File: config.mk
export PLATFORM = sky130hd
export DESIGN_NAME = apb_master_bridge
export DESIGN_NICKNAME = d
export VERILOG_FILES = /design/src/rtl/apb_bridge_pkg.sv /design/src/rtl/apb_timeout_cnt.sv /design/src/rtl/apb_master_bridge.sv
export SDC_FILE = /design/constraint.sdc
export NUM_CORES = 1
export LEC_CHECK = 0
export ABC_AREA = 1
export CAP_MARGIN = 30
export CORE_MARGIN = 1
export CORE_UTILIZATION = 36
export CTS_CLUSTER_DIAMETER = 40
export DETAILED_ROUTE_END_ITERATION = 16
export PLACE_DENSITY_LB_ADDON = 0.2
export SYNTH_ARGS = -nofsm -noshare
export SYNTH_HDL_FRONTEND = slang
export SYNTH_SLANG_ARGS = --single-unit
export TNS_END_PERCENT = 1
File: constraint.sdc
create_clock -name clk -period 1.2 [get_ports clk]
set_input_delay 0.24 -clock clk [delete_from_list [all_inputs] [get_ports clk]]
set_output_delay 0.24 -clock clk [all_outputs]
set_load 0.005 [all_outputs]
File: src/rtl/apb_bridge_pkg.sv
// Shared state encoding for the APB master bridge.
package apb_bridge_pkg;

  localparam int STATE_W = 2;

  localparam logic [STATE_W-1:0] S_IDLE   = 2'd0;
  localparam logic [STATE_W-1:0] S_SETUP  = 2'd1;
  localparam logic [STATE_W-1:0] S_ACCESS = 2'd2;
  localparam logic [STATE_W-1:0] S_RESP   = 2'd3;

  typedef enum logic [STATE_W-1:0] {
    ST_IDLE   = S_IDLE,
    ST_SETUP  = S_SETUP,
    ST_ACCESS = S_ACCESS,
    ST_RESP   = S_RESP
  } state_e;

endpackage

File: src/rtl/apb_timeout_cnt.sv
// ACCESS-phase wait counter; o_tc flags the enabled cycle on which the count reaches LIMIT.
module apb_timeout_cnt #(
  parameter int LIMIT = 16
) (
  input  logic clk,
  input  logic rstn,
  input  logic i_clear,
  input  logic i_en,
  output logic o_tc
);

  localparam int CNT_W = $clog2(LIMIT + 1);

  logic [CNT_W-1:0] r_cnt;

  always_ff @(posedge clk or negedge rstn) begin
    if (!rstn) begin
      r_cnt <= '0;
    end else if (i_clear) begin
      r_cnt <= '0;
    end else if (i_en) begin
      r_cnt <= r_cnt + 1'b1;
    end
  end

  // Flag the cycle whose increment would make the count equal LIMIT, so the
  // FSM leaves ACCESS after exactly LIMIT stalled cycles.
  assign o_tc = i_en && (r_cnt == CNT_W'(LIMIT - 1));

endmodule

File: src/rtl/apb_master_bridge.sv
// Single-outstanding request/response to APB master bridge.
// Optional ACCESS timeout abort when APB_TIMEOUT_EN is defined.
module apb_master_bridge
  import apb_bridge_pkg::*;
#(
  parameter int DATA_WIDTH     = 8,
  parameter int ADDR_WIDTH     = 32,
  parameter int TIMEOUT_CYCLES = 16
) (
  input  logic                  clk,
  input  logic                  rstn,
  input  logic                  req_valid,
  output logic                  req_ready,
  input  logic [ADDR_WIDTH-1:0] req_addr,
  input  logic                  req_write,
  input  logic [DATA_WIDTH-1:0] req_wdata,
  output logic                  rsp_valid,
  input  logic                  rsp_ready,
  output logic [DATA_WIDTH-1:0] rsp_rdata,
  output logic                  rsp_err,
  output logic                  psel,
  output logic                  penable,
  output logic [ADDR_WIDTH-1:0] paddr,
  output logic                  pwrite,
  output logic [DATA_WIDTH-1:0] pwdata,
  input  logic                  pready,
  input  logic [DATA_WIDTH-1:0] prdata
);

  state_e                r_state;
  logic [ADDR_WIDTH-1:0] r_paddr;
  logic                  r_pwrite;
  logic [DATA_WIDTH-1:0] r_pwdata;
  logic                  r_rsp_valid;
  logic [DATA_WIDTH-1:0] r_rsp_rdata;
  logic                  w_timeout;

  // Handshake and bus-phase strobes depend on the state register alone.
  assign req_ready = (r_state == ST_IDLE);
  assign psel      = (r_state == ST_SETUP) || (r_state == ST_ACCESS);
  assign penable   = (r_state == ST_ACCESS);

`ifdef APB_TIMEOUT_EN
  logic r_rsp_err;

  apb_timeout_cnt #(
    .LIMIT(TIMEOUT_CYCLES)
  ) u_timeout_cnt (
    .clk    (clk),
    .rstn   (rstn),
    .i_clear((r_state == ST_IDLE) && req_valid),
    .i_en   ((r_state == ST_ACCESS) && !pready),
    .o_tc   (w_timeout)
  );

  assign rsp_err = r_rsp_err;
`else
  logic w_unused_timeout_cfg;

  assign w_timeout            = 1'b0;
  assign w_unused_timeout_cfg = (TIMEOUT_CYCLES > 0);
  assign rsp_err              = 1'b0;
`endif

  // NOTE: every register here is updated with <= so all next-state values are
  // computed from the same pre-edge snapshot; the async reset term keeps the
  // APB strobes and any pending response cleared without waiting for a clock.
  always_ff @(posedge clk or negedge rstn) begin
    if (!rstn) begin
      r_state     <= ST_IDLE;
      r_paddr     <= '0;
      r_pwrite    <= 1'b0;
      r_pwdata    <= '0;
      r_rsp_valid <= 1'b0;
      r_rsp_rdata <= '0;
`ifdef APB_TIMEOUT_EN
      r_rsp_err   <= 1'b0;
`endif
    end else begin
      case (r_state)
        ST_IDLE: begin
          if (req_valid && req_ready) begin
            r_paddr  <= req_addr;
            r_pwrite <= req_write;
            r_pwdata <= req_wdata;
            r_state  <= ST_SETUP;
          end
        end
        ST_SETUP: begin
          r_state <= ST_ACCESS;
        end
        ST_ACCESS: begin
          // pready beats a coincident terminal count.
          if (pready) begin
            r_rsp_rdata <= r_pwrite ? '0 : prdata;
            r_rsp_valid <= 1'b1;
`ifdef APB_TIMEOUT_EN
            r_rsp_err   <= 1'b0;
`endif
            r_state     <= ST_RESP;
          end else if (w_timeout) begin
            r_rsp_rdata <= '0;
            r_rsp_valid <= 1'b1;
`ifdef APB_TIMEOUT_EN
            r_rsp_err   <= 1'b1;
`endif
            r_state     <= ST_RESP;
          end
        end
        ST_RESP: begin
          if (rsp_ready) begin
            r_rsp_valid <= 1'b0;
            r_state     <= ST_IDLE;
          end
        end
        default: begin
          r_state <= ST_IDLE;
        end
      endcase
    end
  end

  assign paddr     = r_paddr;
  assign pwrite    = r_pwrite;
  assign pwdata    = r_pwdata;
  assign rsp_valid = r_rsp_valid;
  assign rsp_rdata = r_rsp_rdata;

endmodule
# ---- Word level (Yosys, flattened, before mapping)
# Cells that the tools add are included.
dict set report totals {
  reg_bits 52
  inputBits 54
  elab_cells 28
}
dict set report op_classes {
  eq_ne 6
  muxes 8
  reduce_logical 8
}
# cell count
set ops {}
lappend ops {{8-bit two-way mux} 1}
lappend ops {{2-bit case mux with 4 select lines} 1}
lappend ops {{2-bit two-way mux} 3}
lappend ops {{3-bit AND reduction} 2}
lappend ops {{2-bit equality test (second input constant)} 2}
lappend ops {{2-bit by 1-bit != test with 1-bit output (second input constant)} 2}
lappend ops {{2-bit AND reduction} 2}
lappend ops {{2-bit by 1-bit equality test with 1-bit output (second input constant)} 1}
lappend ops {{2-bit logical NOT} 1}
lappend ops {{1-bit two-way mux} 2}
lappend ops {{2-bit != test (second input constant)} 1}
lappend ops {{1-bit case mux with 2 select lines} 1}
lappend ops {{2-bit nonzero test} 1}
lappend ops {{1-bit logical AND} 1}
lappend ops {{1-bit logical OR} 1}

# ---- Longest topological paths before layout
# Gate-level depths: netlist of the first run.
dict set report depth {
  ltp_word 4
  depth_mapped 7
}

# ---- Least setup slack after synthesis of the first run
# No wires, ideal clock.
dict set report synth_timing {
  path_kind {flip-flop to flip-flop}
  start {register r_state[0]}
  end {register r_paddr[0] (netlist: paddr[0])}
  arrival_time_ns 1.078
  required_ns 1.084
  setup_slack_ns 0.005
  stages_incl_launch_ff 8
  cell_sequence {dfrtp_1 > inv_1 > ha_1 > buf_6 > nand2_4 > buf_6 > nand2_1 > nand2_1}
}
dict set report synth_via {
  elab_chain_len 3
}
# element line_no
set synth_rtl {}
lappend synth_rtl {{start, declared} apb_master_bridge.sv:30} ;# state_e r_state;
lappend synth_rtl {{start signal, assigned} apb_master_bridge.sv:70} ;# r_state <= ST_IDLE;
lappend synth_rtl {{start signal, assigned} apb_master_bridge.sv:86} ;# r_state <= ST_SETUP;
lappend synth_rtl {{start signal, assigned} apb_master_bridge.sv:90} ;# r_state <= ST_ACCESS;
lappend synth_rtl {{2-bit logical NOT *} apb_master_bridge.sv:39} ;# assign req_ready = (r_state == ST_IDLE);
lappend synth_rtl {{named net req_ready} apb_master_bridge.sv:13} ;# output logic req_ready,
lappend synth_rtl {{1-bit logical AND} apb_master_bridge.sv:82} ;# if (req_valid && req_ready) begin
lappend synth_rtl {{2-bit AND reduction (no source line) *} --}
lappend synth_rtl {{end signal, assigned} apb_master_bridge.sv:83} ;# r_paddr <= req_addr;
lappend synth_rtl {{end, declared} apb_master_bridge.sv:31} ;# logic [ADDR_WIDTH-1:0] r_paddr;
# The timed path passes the listed nets; every way through them passes the cells marked *.
# A chain may end at the register's enable or synchronous reset.

# ---- Final worst setup path of the first run
dict set report layout_timing {
  start {register r_state[0]}
  end {output psel}
}
dict set report layout_via {
  elab_chain_len 2
  word_cells_on_any_way 3
}
# element line_no
set layout_rtl {}
lappend layout_rtl {{2-bit by 1-bit equality test with 1-bit output or 2-bit equality test (tied branches)} apb_master_bridge.sv:40} ;# assign psel = (r_state == ST_SETUP) || (r_state == ST_ACCESS);
lappend layout_rtl {{1-bit logical OR *} apb_master_bridge.sv:40}
lappend layout_rtl {{end, declared} apb_master_bridge.sv:21} ;# output logic psel,
# Mark *: on every way between the ends. The rest lies on a longest branch, timed or not.

==> impl_results.md, run 1 <==
- Violated checks: setup timing
- Commonest non-fill, non-tap cell in the layout: nand2_1
- DIE HEIGHT: 80.85 um
- Grt ovf: 0
- Post-Layout Cell Count: 435
- Nets: 418
- Top Ports: 108
- Startpoint types: register
- Crit Path Category: register to output port
- Worst Setup Slack, final: -0.1730 ns
- Status: finished with violations
- Post-route setup TNS: -2.097 ns
- Area growth, synth to finish: 57.97%
- CTS tree: done
- Initial Utilization: 0.3758
- Remaining antenna violation count: 0
- Min Tclk post-route: 1.373 ns
- CP required: 0.96 ns
- Yosys warning count: 0
- Root Driver: clkbuf_8
- Ranking of synthesized cells by area: dfrtp_1 58%, nand2_1 18%, nand3_1 9.2%
- Maximum net fanout on the critical path: 3
- Post-Route WL: 5560 um
- Clock slew at reported path FFs: 0.09 ns
- Most frequent cells in the layout: 107 x nand2_1, 52 x dfrtp_1, 51 x clkdlybuf4s50_1
- Post-synthesis register bit count: 52
- Post-layout util: 0.5937
- Max capacitance violation total: 0
- Synth top area share: 0.5813
- Fin crit share: 1.144
- Int Power: 5056 uW
- Design area: 0.003536 mm2
- IO Port Bufs: 106
- RSZ-0062 raised after global routing: yes
- Initial antenna violation count: 0
- Clock Tree Buf Depth: 2
- Vias per Instance: 4.614
- Final setup fails: 54
- 1st-pass router iterations: 4
- Die area: 0.006537 mm2
- Vias in the first global route: 1975
- Largest net degree at the start of global routing: 53
- Mapped Area: 0.002238 mm2
- Crit. End Element: output port
- CP Data Arrival Time: 1.13 ns
- Vias: 2007
- Routability congestion estimate: 0.7391
- Hold Vio Cnt, Final: 0
- DRC viols: 0
- # diodes: 0
- Fillers: 554
- Syn Area/Cell: 9.136 um2
- Yosys cell types: 18
- Chip Width: 80.85 um
- Net Sw Frac: 0.3526
- Syn_nets: 303
- GRT Resource Usage Total: 0.1786
- Leading area contributor after synthesis: dfrtp_1
- Hpwl dp: 3734 um
- Post-DR wirelength/cell: 12.78 um
- Net Sw Power: 2753 uW
- P_leak: 0.001747 uW
- Core area: 0.005956 mm2
- DRT iter0 DRCs: 129
- Cells after synthesis: 245
- Dpl cells: 423
- Pwr dens: 2209 mW/mm2
- Seq pwr share: 0.384
- HP Class: input port to register
- Peak Freq: 728.4 MHz
- H-tree depth: 2
- CTS sink cnt: 52
- Logic pwr share: 0.495
- Row count: 28
- Final Skew: 0.003314 ns
- Worst vdd ir: 1170 uV
- Clock Power Share: 0.121
- Worst-Skew Late Latency: 0.30 ns
- Tot Pwr: 7809 uW
- Share of layout cells above drive strength 1: 0.1111
- Pins Over Slew Limit: 0
- First-pass GRT wire length: 8907 um
- Register area share after synthesis: 0.5813
- Placed cell area: 0.003374 mm2
- TritonCTS Buffers: 5
==> sequential cells by signal, summed over array words and instances (netlist names) <==
name	count
pwdata	8
rsp_rdata	8
rsp_valid	1
paddr	32
r_state	2
pwrite	1
==> layer usage <==
layer / up-vias / share of wire / track usage
met5: - / 0 / 0
met4: 0 / 0.012 / 0.06429
met3: 6 / 0.070 / 0.04382
met2: 69 / 0.46 / 0.2958
met1: 928 / 0.45 / 0.2259
li1: 1004 / - / -
==> path summary, 6_finish.rpt <==
check,endpoint,start,depth (start not counted),slack [ns]
hold reg to reg,paddr[13],paddr[13],2,0.48
setup / recovery,psel,r_state[0],3,-0.17
hold / removal,pwrite,req_valid,4,0.37
setup reg to reg,r_state[0],r_state[1],7,-0.12
min in group asynchronous,paddr[22],rstn,3,0.44
max in group asynchronous,paddr[18],rstn,3,0.50
==> timing repair <==
action,CTS,global route
endpoints found under the setup margin,103,78
setup buffers,2,2
hold endpoints to repair,52,0
resized for setup,94,33
hold buffers,1,0
pin swaps,0,1
==> cell families after synthesis <==
| family | Yosys count | synth area share |
|---|---|---|
| AND/OR/NAND/NOR | 154 | 0.2890 |
| flip-flops | 52 | 0.5813 |
| buffers and inverters | 24 | 0.07882 |
| adder cells (fa/ha/maj) | 4 | 0.02236 |
| AO/OA/AOI/OAI | 10 | 0.02683 |
| other | 1 | 0.001675 |
==> power groups by stage <==
| stage | clock (uW) | sequential, uW | combinational (uW) |
|---|---|---|---|
| floorplan | 0 | 3090 | 1650 |
| global placement | 0 | 3020 | 3930 |
| detailed placement | 0 | 3010 | 4010 |
| CTS | 982 | 2990 | 3640 |
| global route | 1050 | 3110 | 4330 |
| finish | 942 | 3000 | 3860 |
==> layout make-up <==
type	instances	area, um2	share of cell area
clock inverters	1	5.005	0.001415
well taps	75	93.84	0.02654
flip-flops and latches	52	1301	0.3680
clock buffers	6	72.57	0.02052
inverters	8	30.03	0.008493
repair buffers	124	1237	0.3500
multi-input cells	169	795.8	0.2251
==> Yosys cell counts <==
library cell / number
nand2_4: 1
a21oi_1: 1
nand4_1: 2
o21ai_0: 4
conb_1: 1
o211ai_1: 1
buf_4: 9
nand2_1: 107
nand3_1: 41
inv_1: 7
nor2_1: 1
ha_1: 4
nand2_2: 2
buf_6: 7
dfrtp_1: 52
o21ai_1: 2
clkinv_1: 1
o21ai_2: 2
==> per-stage QoR <==
stage,setup slack [ns],hold WS (ns)
CTS,-0.1830,0.3570
floorplan,0.005392,-0.05559
global placement,-0.2353,0.2564
global route,-0.2201,0.3737
detailed placement,-0.2553,0.2582
finish,-0.1730,0.3725
==> worst max-delay path, cell delays in order, from the launching register on <==
cell and delay, ns:
dfrtp_1 0.40, inv_2 0.11, ha_4 0.21, buf_6 0.11
(Power assumes the default switching activity.)
==> run 2: changes to the inputs <==
GPL_TIMING_DRIVEN = 0   (was unset)
==> run 2 against run 1 <==
Core utilization increased by 0.86 points. Sequential share of layout area decreased by 0.53 points. Combinational power rose by 1%. Sequential power hardly changed. Final area is 1.5% higher. Via count grew 0.70%. Clock skew is 0.0022 ns higher. The flow still finishes with violations (setup timing). Register-to-register slack lost 0.03 ns. Count of clock-buffer cells in the layout is the same. Non-clock buffer count is 3 higher. Largest cell class unchanged. Largest power group unchanged. Power increased by 0.80%.
==> impl_results.md, run 2 (same netlist as run 1, synthesis figures left out) <==
- Worst vdd ir: 1111 uV (-5.1%)
- Clock Tree Buf Depth: 2 (unchanged)
- Net Sw Frac: 0.3508 (-0.001765)
- Clock Power Share: 0.118 (-0.003)
- Core area: 0.005956 mm2 (unchanged)
- TritonCTS Buffers: 5 (unchanged)
- Startpoint types: register
- Max capacitance violation total: 0 (unchanged)
- DRC viols: 0 (unchanged)
- Bufs and invs on worst path: 3 (+1)
- Pins Over Slew Limit: 0 (unchanged)
- Seq pwr share: 0.385 (about the same)
- Dpl cells: 426 (+0.71%)
- Crit Path Category: register to output port
- CP required: 0.96 ns (about the same)
- CTS sink cnt: 52 (unchanged)
- Placed cell area: 0.003398 mm2 (+0.70%)
- IO Port Bufs: 105 (-0.94%)
- Share of layout cells above drive strength 1: 0.1185 (+0.007346)
- Final Skew: 0.005503 ns (+0.002189 ns)
- CTS tree: done
- Maximum net fanout on the critical path: 3 (unchanged)
- Min Tclk post-route: 1.466 ns (+0.09286 ns)
- CP Data Arrival Time: 1.23 ns (+0.10 ns)
- Area growth, synth to finish: 60.26%
- Worst slew pin tran: 0.5665 ns
- Number of flip-flops in the largest register: 32 (unchanged)
- GRT Resource Usage Total: 0.1745 (-0.004035)
- Fin crit share: 1.222 (+0.07739)
- Row count: 28 (unchanged)
- Logic pwr share: 0.497 (+0.002)
- Final setup fails: 53 (-1.9%)
- Crit. End Element: output port
- Worst Setup Slack, final: -0.2658 ns (-0.09286 ns)
- Die area: 0.006537 mm2 (unchanged)
- Post-Layout Cell Count: 438 (+0.69%)
- Int Power: 5110 uW (+1.1%)
- Most frequent cells in the layout: 106 x nand2_1, 52 x dfrtp_1, 51 x clkdlybuf4s50_1
- Critical path's top delay family: flip-flops
- Design area: 0.003587 mm2 (+1.5%)
- Worst-Skew Late Latency: 0.30 ns (about the same)
- Vias in the first global route: 1971 (-0.20%)
- H-tree depth: 2 (unchanged)
- Fillers: 542 (-2.2%)
- Critical Path Max Stage Delay: 0.41 ns (about the same)
- Chip Width: 80.85 um (unchanged)
- P_leak: 0.001760 uW (+0.75%)
- Initial Utilization: 0.3758 (unchanged)
- Violated checks: setup timing
- Vias per Instance: 4.614 (about the same)
- Commonest non-fill, non-tap cell in the layout: nand2_1
- DRT iter0 DRCs: 103 (-20%)
- Hold Vio Cnt, Final: 0 (unchanged)
- Initial antenna violation count: 0 (unchanged)
- Critical path's slowest cell: dfrtp_1
- Vias: 2021 (+0.70%)
- Max-slew headroom: 0.6223
- Peak Freq: 682.2 MHz (-6.3%)
- Nets: 421 (+0.72%)
- Root Driver: clkbuf_8
- Worst path most repeated cell: buf_6
- HP Class: input port to register
- Net Sw Power: 2762 uW (+0.30%)
- Clock slew at reported path FFs: 0.09 ns (about the same)
- Grt ovf: 0 (unchanged)
- Status: finished with violations
- Hpwl dp: 3914 um (+4.8%)
- CP cell instances: inv_2, buf_6, ha_4, buf_6
- 1st-pass router iterations: 4 (unchanged)
- Post-DR wirelength/cell: 12.36 um (-3.3%)
- Pwr dens: 2194 mW/mm2 (-0.64%)
- RSZ-0062 raised after global routing: yes
- DIE HEIGHT: 80.85 um (unchanged)
- # diodes: 0 (unchanged)
- Post-Route WL: 5415 um (-2.6%)
- Top Ports: 108 (unchanged)
- First-pass GRT wire length: 8873 um (-0.38%)
- Largest net degree at the start of global routing: 29 (-45%)
- Routability congestion estimate: 0.7805 (+5.6%)
- Remaining antenna violation count: 0 (unchanged)
run 2: what timing repair did:
item,in CTS,in global routing
hold buffers,1,0
gates resized for setup,98,34
setup endpoints to repair,104,83
cloned,0,0
pin swaps,2,1
setup buffers,4,0
endpoints found under the hold margin,24,0
run 2: stage by stage:
| step | power [uW] | TNS (ns) | hold slack, ns | setup slack, ns | util |
|---|---|---|---|---|---|
| after floorplan | 4739 | 0 | -0.05559 | 0.005392 | - |
| after global placement | 6959 | -95.25 | 0.4524 | -1.727 | 0.5681 |
| after detailed placement | 7059 | -6.765 | 0.2715 | -0.3195 | 0.5706 |
| after CTS | 7853 | -4.604 | 0.2517 | -0.2730 | 0.5952 |
| after global routing | 8562 | -9.315 | 0.2648 | -0.3202 | 0.6023 |
| final | 7872 | -5.371 | 0.2618 | -0.2658 | 0.6023 |
run 2: final timing paths:
| path | end | slack [ns] | depth (start not counted) | from |
|---|---|---|---|---|
| max | psel | -0.27 | 4 | r_state[0] |
| min | pwrite | 0.26 | 3 | req_valid |
| max reg2reg | rsp_rdata[4] | -0.15 | 8 | r_state[0] |
| min reg2reg | paddr[13] | 0.47 | 2 | paddr[13] |
| max in group asynchronous | paddr[19] | 0.20 | 3 | rstn |
| min in group asynchronous | rsp_rdata[1] | 0.47 | 2 | rstn |
run 2: area by class of cell:
| cell class | instances | area, um2 | area share |
|---|---|---|---|
| Inverter | 8 | 30.03 | 0.008371 |
| Timing Repair Buffer | 111 | 1102 | 0.3073 |
| Clock inverter | 1 | 5.005 | 0.001395 |
| Multi-Input combinational cell | 169 | 828.3 | 0.2309 |
| Buffer | 16 | 153.9 | 0.04290 |
| Tap cell | 75 | 93.84 | 0.02616 |
| Clock buffer | 6 | 72.57 | 0.02023 |
| Sequential cell | 52 | 1301 | 0.3627 |
run 2: per-layer routing:
layer,wire length (um),global-route usage,vias up
li1,-,-,1012
met1,2429,0.2214,925
met2,2502,0.2899,78
met3,412,0.04157,6
met4,70,0.06071,0
met5,0,0,-
run 2: power groups by stage:
stage	logic, uW	registers (uW)	clock network, uW
2_1_floorplan	1650	3090	0
3_3_place_gp	3940	3020	0
3_5_place_dp	4020	3040	0
4_1_cts	3860	3010	979
5_1_grt	4390	3140	1040
6_report	3910	3030	930
run 2: worst reg2reg max path: cells and delay by family, from the launching register on:
family,cells,cell delay [ns]
buffers and inverters,4,0.44
flip-flops,1,0.43
adder cells (fa/ha/maj),1,0.16
AO/OA/AOI/OAI,1,0.08
AND/OR/NAND/NOR,2,0.13
